### src/rtl/mc_seq_ctrl.sv
// mc_seq_ctrl: multi-cycle IF/ID/EXE/MEM/WB sequencer. Owns pc, npc and ir.
// It handshakes with instruction and data memory over req/ack with any latency,
// traps to ERR on a bus timeout (optional) and counts retired instructions.
// Ports:
//   clk, reset                     clock, synchronous active-high reset
//   inst_req/inst_addr/inst_rdata/inst_ack   instruction fetch handshake
//   ir                             instruction register
//   dec_nowb/dec_load/dec_store/dec_gr_we    decoder class bits, valid in ID
//   br_taken/br_target             redirect, valid in ID
//   alu_result/rkd_value           ALU result and store data, valid in EXE
//   data_req/data_we/data_addr/data_wdata/data_rdata/data_ack  data handshake
//   rf_we/wb_data                  regfile write port, WB only
//   wb_pc, state, bus_err, instret debug/status
module mc_seq_ctrl #(
  parameter int unsigned     PC_W     = 32,
  parameter logic [PC_W-1:0] RESET_PC = PC_W'(32'h1c000000),
  parameter int unsigned     TIMEOUT  = 0,
  parameter int unsigned     CNT_W    = 32
) (
  input  logic             clk,
  input  logic             reset,
  output logic             inst_req,
  output logic [PC_W-1:0]  inst_addr,
  input  logic [31:0]      inst_rdata,
  input  logic             inst_ack,
  output logic [31:0]      ir,
  input  logic             dec_nowb,
  input  logic             dec_load,
  input  logic             dec_store,
  input  logic             dec_gr_we,
  input  logic             br_taken,
  input  logic [PC_W-1:0]  br_target,
  input  logic [31:0]      alu_result,
  input  logic [31:0]      rkd_value,
  output logic             data_req,
  output logic             data_we,
  output logic [31:0]      data_addr,
  output logic [31:0]      data_wdata,
  input  logic [31:0]      data_rdata,
  input  logic             data_ack,
  output logic             rf_we,
  output logic [31:0]      wb_data,
  output logic [PC_W-1:0]  wb_pc,
  output logic [2:0]       state,
  output logic             bus_err,
  output logic [CNT_W-1:0] instret
);

  localparam int unsigned       WAIT_W    = 32;
  localparam logic [WAIT_W-1:0] WAIT_LAST = WAIT_W'(TIMEOUT - 1);

  typedef enum logic [2:0] {
    S_IF  = 3'd0,
    S_ID  = 3'd1,
    S_EXE = 3'd2,
    S_MEM = 3'd3,
    S_WB  = 3'd4,
    S_ERR = 3'd7
  } state_e;

  state_e            state_q, state_d;
  logic [PC_W-1:0]   pc_q, pc_d, npc_q, npc_d;
  logic [31:0]       ir_q, ir_d;
  logic              load_q, load_d, store_q, store_d, gr_we_q, gr_we_d;
  logic [31:0]       res_q, res_d, wd_q, wd_d, wb_data_q, wb_data_d;
  logic              inst_req_q, inst_req_d, data_req_q, data_req_d;
  logic              data_we_q, data_we_d, rf_we_q, rf_we_d;
  logic              bus_err_q, bus_err_d;
  logic [CNT_W-1:0]  instret_q, instret_d;
  logic [WAIT_W-1:0] wait_q, wait_d;
  logic              retire;
  logic              timeout_hit;

  assign timeout_hit = (TIMEOUT != 0) && (wait_q == WAIT_LAST);

  // Next-state, datapath latches and registered-output precompute.
  always_comb begin
    state_d   = state_q;
    pc_d      = pc_q;
    npc_d     = npc_q;
    ir_d      = ir_q;
    load_d    = load_q;
    store_d   = store_q;
    gr_we_d   = gr_we_q;
    res_d     = res_q;
    wd_d      = wd_q;
    wb_data_d = wb_data_q;
    bus_err_d = bus_err_q;
    wait_d    = '0;
    retire    = 1'b0;

    unique case (state_q)
      S_IF: begin
        // The first cycle after reset has no request out, so nothing to wait on.
        if (inst_req_q) begin
          if (inst_ack) begin
            ir_d    = inst_rdata;
            state_d = S_ID;
          end else if (timeout_hit) begin
            state_d   = S_ERR;
            bus_err_d = 1'b1;
          end else begin
            wait_d = wait_q + WAIT_W'(1);
          end
        end
      end
      S_ID: begin
        load_d  = dec_load;
        store_d = dec_store;
        gr_we_d = dec_gr_we;
        npc_d   = br_taken ? br_target : pc_q + PC_W'(4);
        if (dec_nowb) begin
          pc_d    = npc_d;
          retire  = 1'b1;
          state_d = S_IF;
        end else begin
          state_d = S_EXE;
        end
      end
      S_EXE: begin
        res_d = alu_result;
        wd_d  = rkd_value;
        if (load_q || store_q) begin
          state_d = S_MEM;
        end else begin
          wb_data_d = alu_result;
          state_d   = S_WB;
        end
      end
      S_MEM: begin
        if (data_ack) begin
          if (store_q) begin
            pc_d    = npc_q;
            retire  = 1'b1;
            state_d = S_IF;
          end else begin
            wb_data_d = data_rdata;
            state_d   = S_WB;
          end
        end else if (timeout_hit) begin
          state_d   = S_ERR;
          bus_err_d = 1'b1;
        end else begin
          wait_d = wait_q + WAIT_W'(1);
        end
      end
      S_WB: begin
        pc_d    = npc_q;
        retire  = 1'b1;
        state_d = S_IF;
      end
      S_ERR: begin
        state_d = S_ERR;
      end
      default: begin
        state_d = S_ERR;
      end
    endcase

    instret_d  = retire ? instret_q + CNT_W'(1) : instret_q;
    // Strobes are registered from the next state so they line up with it.
    inst_req_d = (state_d == S_IF);
    data_req_d = (state_d == S_MEM);
    data_we_d  = (state_d == S_MEM) && store_d;
    rf_we_d    = (state_d == S_WB) && gr_we_d;
  end

  // State and output registers, synchronous reset.
  always_ff @(posedge clk) begin
    if (reset) begin
      state_q    <= S_IF;
      pc_q       <= RESET_PC;
      npc_q      <= RESET_PC;
      ir_q       <= '0;
      load_q     <= 1'b0;
      store_q    <= 1'b0;
      gr_we_q    <= 1'b0;
      res_q      <= '0;
      wd_q       <= '0;
      wb_data_q  <= '0;
      inst_req_q <= 1'b0;
      data_req_q <= 1'b0;
      data_we_q  <= 1'b0;
      rf_we_q    <= 1'b0;
      bus_err_q  <= 1'b0;
      instret_q  <= '0;
      wait_q     <= '0;
    end else begin
      state_q    <= state_d;
      pc_q       <= pc_d;
      npc_q      <= npc_d;
      ir_q       <= ir_d;
      load_q     <= load_d;
      store_q    <= store_d;
      gr_we_q    <= gr_we_d;
      res_q      <= res_d;
      wd_q       <= wd_d;
      wb_data_q  <= wb_data_d;
      inst_req_q <= inst_req_d;
      data_req_q <= data_req_d;
      data_we_q  <= data_we_d;
      rf_we_q    <= rf_we_d;
      bus_err_q  <= bus_err_d;
      instret_q  <= instret_d;
      wait_q     <= wait_d;
    end
  end

  assign inst_req   = inst_req_q;
  assign inst_addr  = pc_q;
  assign ir         = ir_q;
  assign data_req   = data_req_q;
  assign data_we    = data_we_q;
  assign data_addr  = res_q;
  assign data_wdata = wd_q;
  assign rf_we      = rf_we_q;
  assign wb_data    = wb_data_q;
  assign wb_pc      = pc_q;
  assign state      = state_q;
  assign bus_err    = bus_err_q;
  assign instret    = instret_q;

endmodule
### config.mk
export PLATFORM = sky130hd
export DESIGN_NAME = mc_seq_ctrl
export DESIGN_NICKNAME = d
export VERILOG_FILES = /design/src/rtl/mc_seq_ctrl.sv
export SDC_FILE = /design/constraint.sdc
export NUM_CORES = 1
export LEC_CHECK = 0
export BUFFER_PORTS_ARGS = -buffer_cell sky130_fd_sc_hd__buf_2
export CORE_MARGIN = 2
export CORE_UTILIZATION = 25
export DETAILED_ROUTE_END_ITERATION = 12
export PLACE_DENSITY = 0.54
export SYNTH_ARGS = -nofsm -noshare
export SYNTH_HDL_FRONTEND = slang
export SYNTH_SLANG_ARGS = --single-unit
export TNS_END_PERCENT = 5
### constraint.sdc
create_clock -name clk -period 4.2 [get_ports clk]
set_input_delay 0.84 -clock clk [delete_from_list [all_inputs] [get_ports clk]]
set_output_delay 0.84 -clock clk [all_outputs]
set_load 0.01 [all_outputs]
Yosys cells after proc, flatten, opt, wreduce, memory -nomap -nowiden
Cells that the tools add are included.
{"block": "word_totals", "regBits": 234, "latchBits": 0, "ramBits": 0, "mem_bits_ro": 0, "in_bits": 169, "out_inout_bits": 232, "elab_cells": 60, "n_memories": 0}
{"block": "op_classes", "add_sub_neg": 2, "n_mul": 0, "div": 0, "order_cmp": 0, "eq_ne": 11, "shift": 0, "mux": 22, "n_bitwise": 0, "n_reduce_logical": 10}
{"cell": "$mux 32", "count": 7}
{"cell": "$pmux 32 s3", "count": 1}
{"cell": "$pmux 32 s2", "count": 1}
{"cell": "$add 32x1->32 const B", "count": 1}
{"cell": "$add 32x3->32 const B", "count": 1}
{"cell": "$mux 3", "count": 5}
{"cell": "$pmux 3 s5", "count": 1}
{"cell": "$ne 2x2->1 const B", "count": 5}
{"cell": "$eq 3x2->1 const B", "count": 3}
{"cell": "$reduce_and 4->1", "count": 2}
{"cell": "$eq 3x3->1 const B", "count": 2}
{"cell": "$logic_not 3->1", "count": 2}
{"cell": "$mux 1", "count": 5}
{"cell": "$eq 3x1->1 const B", "count": 1}
{"cell": "$pmux 1 s3", "count": 1}
{"cell": "$reduce_and 3->1", "count": 1}
{"cell": "$reduce_bool 3->1", "count": 1}
{"cell": "$logic_and 1x1->1", "count": 2}
{"cell": "$mux 2", "count": 1}
{"cell": "$reduce_bool 2->1", "count": 1}
{"cell": "$logic_or 1x1->1", "count": 1}

Logic depth before layout (Yosys ltp)
{"block": "depth", "depth_word": 5, "ltp_mapped": 10, "mapped_depth_nobuf": 7}

Worst setup path before layout
Ideal clock, no wire load.
{"block": "synth_path", "kind": "register to register", "from": "reg pc_q[2], in the netlist inst_addr[2]", "to": "reg pc_q[16], in the netlist inst_addr[16]", "setup_time_ns": 0.079, "arrival_time_ns": 2.099, "setup_slack_ns": 2.022, "stages_incl_launch_ff": 8, "path_buffers": 0, "period_less_slack_ns": 2.178, "path_cell_list": "dfxtp_1 > ha_1 > nand3_2 > or4_4 > or3_1 > nand3_1 > nand3_1 > a211oi_2"}
{"block": "synth_via", "elab_chain_len": 4}
{"element": "start, declared", "line": "62", "rtl": "logic [PC_W-1:0] pc_q, pc_d, npc_q, npc_d;"}
{"element": "start signal, assigned", "line": "190", "rtl": "pc_q <= pc_d;"}
{"element": "$add 32x3->32", "line": "111", "rtl": "npc_d = br_taken ? br_target : pc_q + PC_W'(4);"}
{"element": "$mux 32", "line": "111"}
{"element": "$mux 32", "line": "112", "rtl": "if (dec_nowb) begin"}
{"element": "$pmux 32 s3", "line": "92", "rtl": "unique case (state_q)"}
Every way passes these cells. The select of a mux whose other input is x is not followed.
A chain may end at the register's enable or synchronous reset.

Worst setup path in the final report
{"block": "layout_path", "from": "reg state_q[1], in the netlist state[1]", "to": "reg res_q[12], in the netlist data_addr[12]"}
{"block": "layout_via", "elab_chain_len": 1}
{"element": "start, declared", "line": "61", "rtl": "state_e state_q, state_d;"}
{"element": "start signal, assigned", "line": "189", "rtl": "state_q <= state_d;"}
{"element": "$eq 3x2->1", "line": "92"}
{"element": "end signal, assigned", "line": "196", "rtl": "res_q <= res_d;"}
{"element": "end, declared", "line": "65", "rtl": "logic [31:0] res_q, res_d, wd_q, wd_d, wb_data_q, wb_data_d;"}
Every way passes these cells.

==> metrics.md <==
| Metric | Value |
|---|---|
| Status | completed |
| DR pass1 iterations | 6 |
| Peak VDD IR | 0.282 mV |
| Final Slew Violations | 0 |
| Initial core utilization | 25.2% |
| Hold Path Class | reg2reg |
| Share of cells above drive strength 1 | 29.9% |
| FF/Latch Area | 4690 sq um |
| Syn avg cell area | 7.84 sq um |
| Tightest Pin Transition | 1.16 ns |
| Required time of the critical path | 4.69 ns |
| Worst slew slack as a fraction of its limit | 22.3% |
| Residual DRC | 0 |
| Crit end category | register |
| CTS tree | done |
| HPWL after detailed placement | 25100 microns |
| Crit path arrival time | 3.20 ns |
| CP max-delay cell | nor2b_4 |
| Syn nets | 1479 |
| Worst Setup Slack, final | 1.49 ns |
| IO Pins | 401 |
| Fmax | 369 MHz |
| Overflow after GRT | 0 |
| Startpoint Class | register |
| Pwr Density | 404 nW/um^2 |
| Die Height | 207 microns |
| Crit path time final | 2.71 ns |
| Routed WL | 35900 microns |
| GPL Wtd Cong | 0.790 |
| Fill count | 4314 |
| DP Area | 12500 sq um |
| Final Cell Area | 13500 sq um |
| Final hold slack | 0.451 ns |
| Yosys Warn Count | 0 |
| Clock transition at the registers of the reported paths | 0.06 ns |
| Number of DRC markers in iteration 0 | 552 |
| Clk sinks | 234 |
| Multi-input logic area | 4920 sq um |
| Cells after Synth | 1308 |
| Fin. Hold Viols | 0 |
| Setup TNS | 0 ns |
| Number of setup buffers added after CTS | 0 |
| Placement Rows | 74 |
| First-pass GRT wire length | 54100 microns |
| Vias in the first global route | 9649 |
| Vias | 10.3k |
| Total power | 5430 uW |
| Area Growth Syn to Fin | 31.3% |
| H-Tree Level Count | 1 |
| Leak | 0.00560 uW |
| Clock buffer depth | 3 |
| Via-per-instance ratio | 4.71 |
| Sequential element share of the synthesized area | 45.7% |
| Post_cts resized | 0 |
| CTS Hold Bufs | 0 |
| Die width | 207 microns |
| Largest net degree at the start of global routing | 80 |
| DIE AREA | 42700 sq um |
| Worst clock skew | 0.0316 ns |
| Synth unique cells | 51 |
| NumNets Final | 1796 |
| Worst-skew pair later-pin latency | 0.57 ns |
| CTS Root Cell | clkbuf_16 |
| Post-synthesis cell area | 10300 sq um |
| Initial antenna violation count | 5 |
| Unrepaired setup endpoints after global routing | false |
| Post-synth top flop | dfxtp_1 |
| Cell Chain, Critical Path | nor2b_4 -> buf_4 -> nor2b_4 -> buf_4 -> nand2_1 -> a21oi_1 |
| Port buffer count | 399 |
| Crit path kind | reg2reg |
| Routed length per instance | 16.4 microns |
| FF+latch count, synth | 234 |
| CP max FO | 37 |
| Slowest Stage Delay on Critical Path | 0.63 ns |
| Total GRT Usage | 15.9% |
| Ys async rst share | 0% |
| Num CTS Buffers | 29 |
| Number of synthesized flops with an enable pin | 0 |
| Core area | 40600 sq um |
| Antenna viol nets, final | 0 |
| Max cap viols | 0 |
| Final setup violation count | 0 |
| Final period util | 64.5% |
| Pre-CTS WS | 1.49 ns |
kinds of logic (layout without fill, tap and decap cells):
group,count (synthesis),after routing,synth area share [%]
AOI/OAI and AO/OA,287,287,17.0
xor gates and xnor gates,49,49,4.19
adders and majority gates,2,2,0.244
buffers and inverters,146,485,6.72
DFF,234,234,45.7
muxes,5,5,0.488
other,1,7,0.0366
and+or+nand+nor,584,584,25.6
cell usage after synthesis, types with 3 or more instances:
master    count  area (sq um)
xor2_1        9          78.8
nand4_1      12          75.1
nor4_4        3          63.8
a211oi_1     23           173
inv_1        14          52.6
o21ai_0      26           130
nor3_1       31           155
a21oi_1     160           801
o31a_1        3          26.3
nor4_1       12          75.1
and3_1        5          31.3
dfxtp_1     234          4680
buf_4        33           248
or3_1        12          75.1
nand4_2       3          37.5
clkbuf_1     78           293
mux2i_1       5          50.1
buf_1         7          26.3
a221oi_1      6          52.6
o211ai_1     19           143
a311oi_1     33           289
xnor2_1      40           350
or2_2         3          18.8
o31ai_1       4          30.0
nand3_1      57           285
nand2_1     302          1130
nor2b_1       3          18.8
buf_2        14          70.1
nand2b_1     17           106
nor2_1      112           420
state kept, by name, summed over array words and instances (netlist names), 3 cells and up:
name / flops
data_addr: 32
data_wdata: 32
inst_addr: 32
instret: 32
ir: 32
npc_q: 32
wb_data: 32
state: 3
layout by cell type, fill, tap and decap left out, types with 23 or more instances in the layout:
master	synthesis	routed
xnor2_1	40	40
a311oi_1	33	33
o21ai_0	26	26
nand3_1	57	57
dfxtp_1	234	233
nor3_1	31	31
buf_2	14	398
a21oi_1	160	159
nand2_1	302	302
a211oi_1	23	23
clkbuf_16	0	29
nor2_1	112	108
per-layer routing:
| layer | track usage, % | part of all wire [%] | vias up |
|---|---|---|---|
| met5 | 0 | 0.045 | - |
| met1 | 19.6 | 42 | 4789 |
| met4 | 5.46 | 2.5 | 2 |
| met2 | 26.9 | 49 | 350 |
| met3 | 4.04 | 7.0 | 61 |
| li1 | - | - | 5093 |
cell type report:
class,count,share of cell area [%]
clock buffer,40,6.00
inverter,14,0.390
timing repair buffer,418,16.0
multi-input combinational,928,36.5
antenna,6,0.112
clock inverter,13,1.17
tap,532,4.95
sequential,234,34.8
worst paths after layout:
path                            cells past startpoint  slack, ns       endpoint    startpoint
worst min register to register                      2       0.45   data_addr[8]  data_addr[8]
worst max register to register                      6       1.49  data_addr[12]      state[1]
worst min-delay path                                2       0.45   data_addr[8]  data_addr[8]
worst max-delay path                                6       1.49  data_addr[12]      state[1]
worst max-delay path, delay by kind of cell, from the launching register on:
family	cells	cell delay, ns
simple gates	3	1.02
buf+inv	2	0.89
flops	1	0.54
compound gates	1	0.15
through the flow:
| step | utilization, % | cells |
|---|---|---|
| 2_1_floorplan | - | 1308 |
| 3_3_place_gp | 30.7 | 2126 |
| 3_5_place_dp | 30.7 | 2126 |
| 4_1_cts | 33.1 | 2179 |
| 5_1_grt | 33.1 | 2181 |
| 6_report | 33.1 | 2185 |
power breakdown:
| part | internal (uW) | switching (uW) | total [uW] |
|---|---|---|---|
| clock network | 1530 | 1010 | 2530 |
| registers | 2300 | 67.8 | 2370 |
| logic | 210 | 326 | 536 |
No activity file was read; power rests on OpenSTA's default activity.
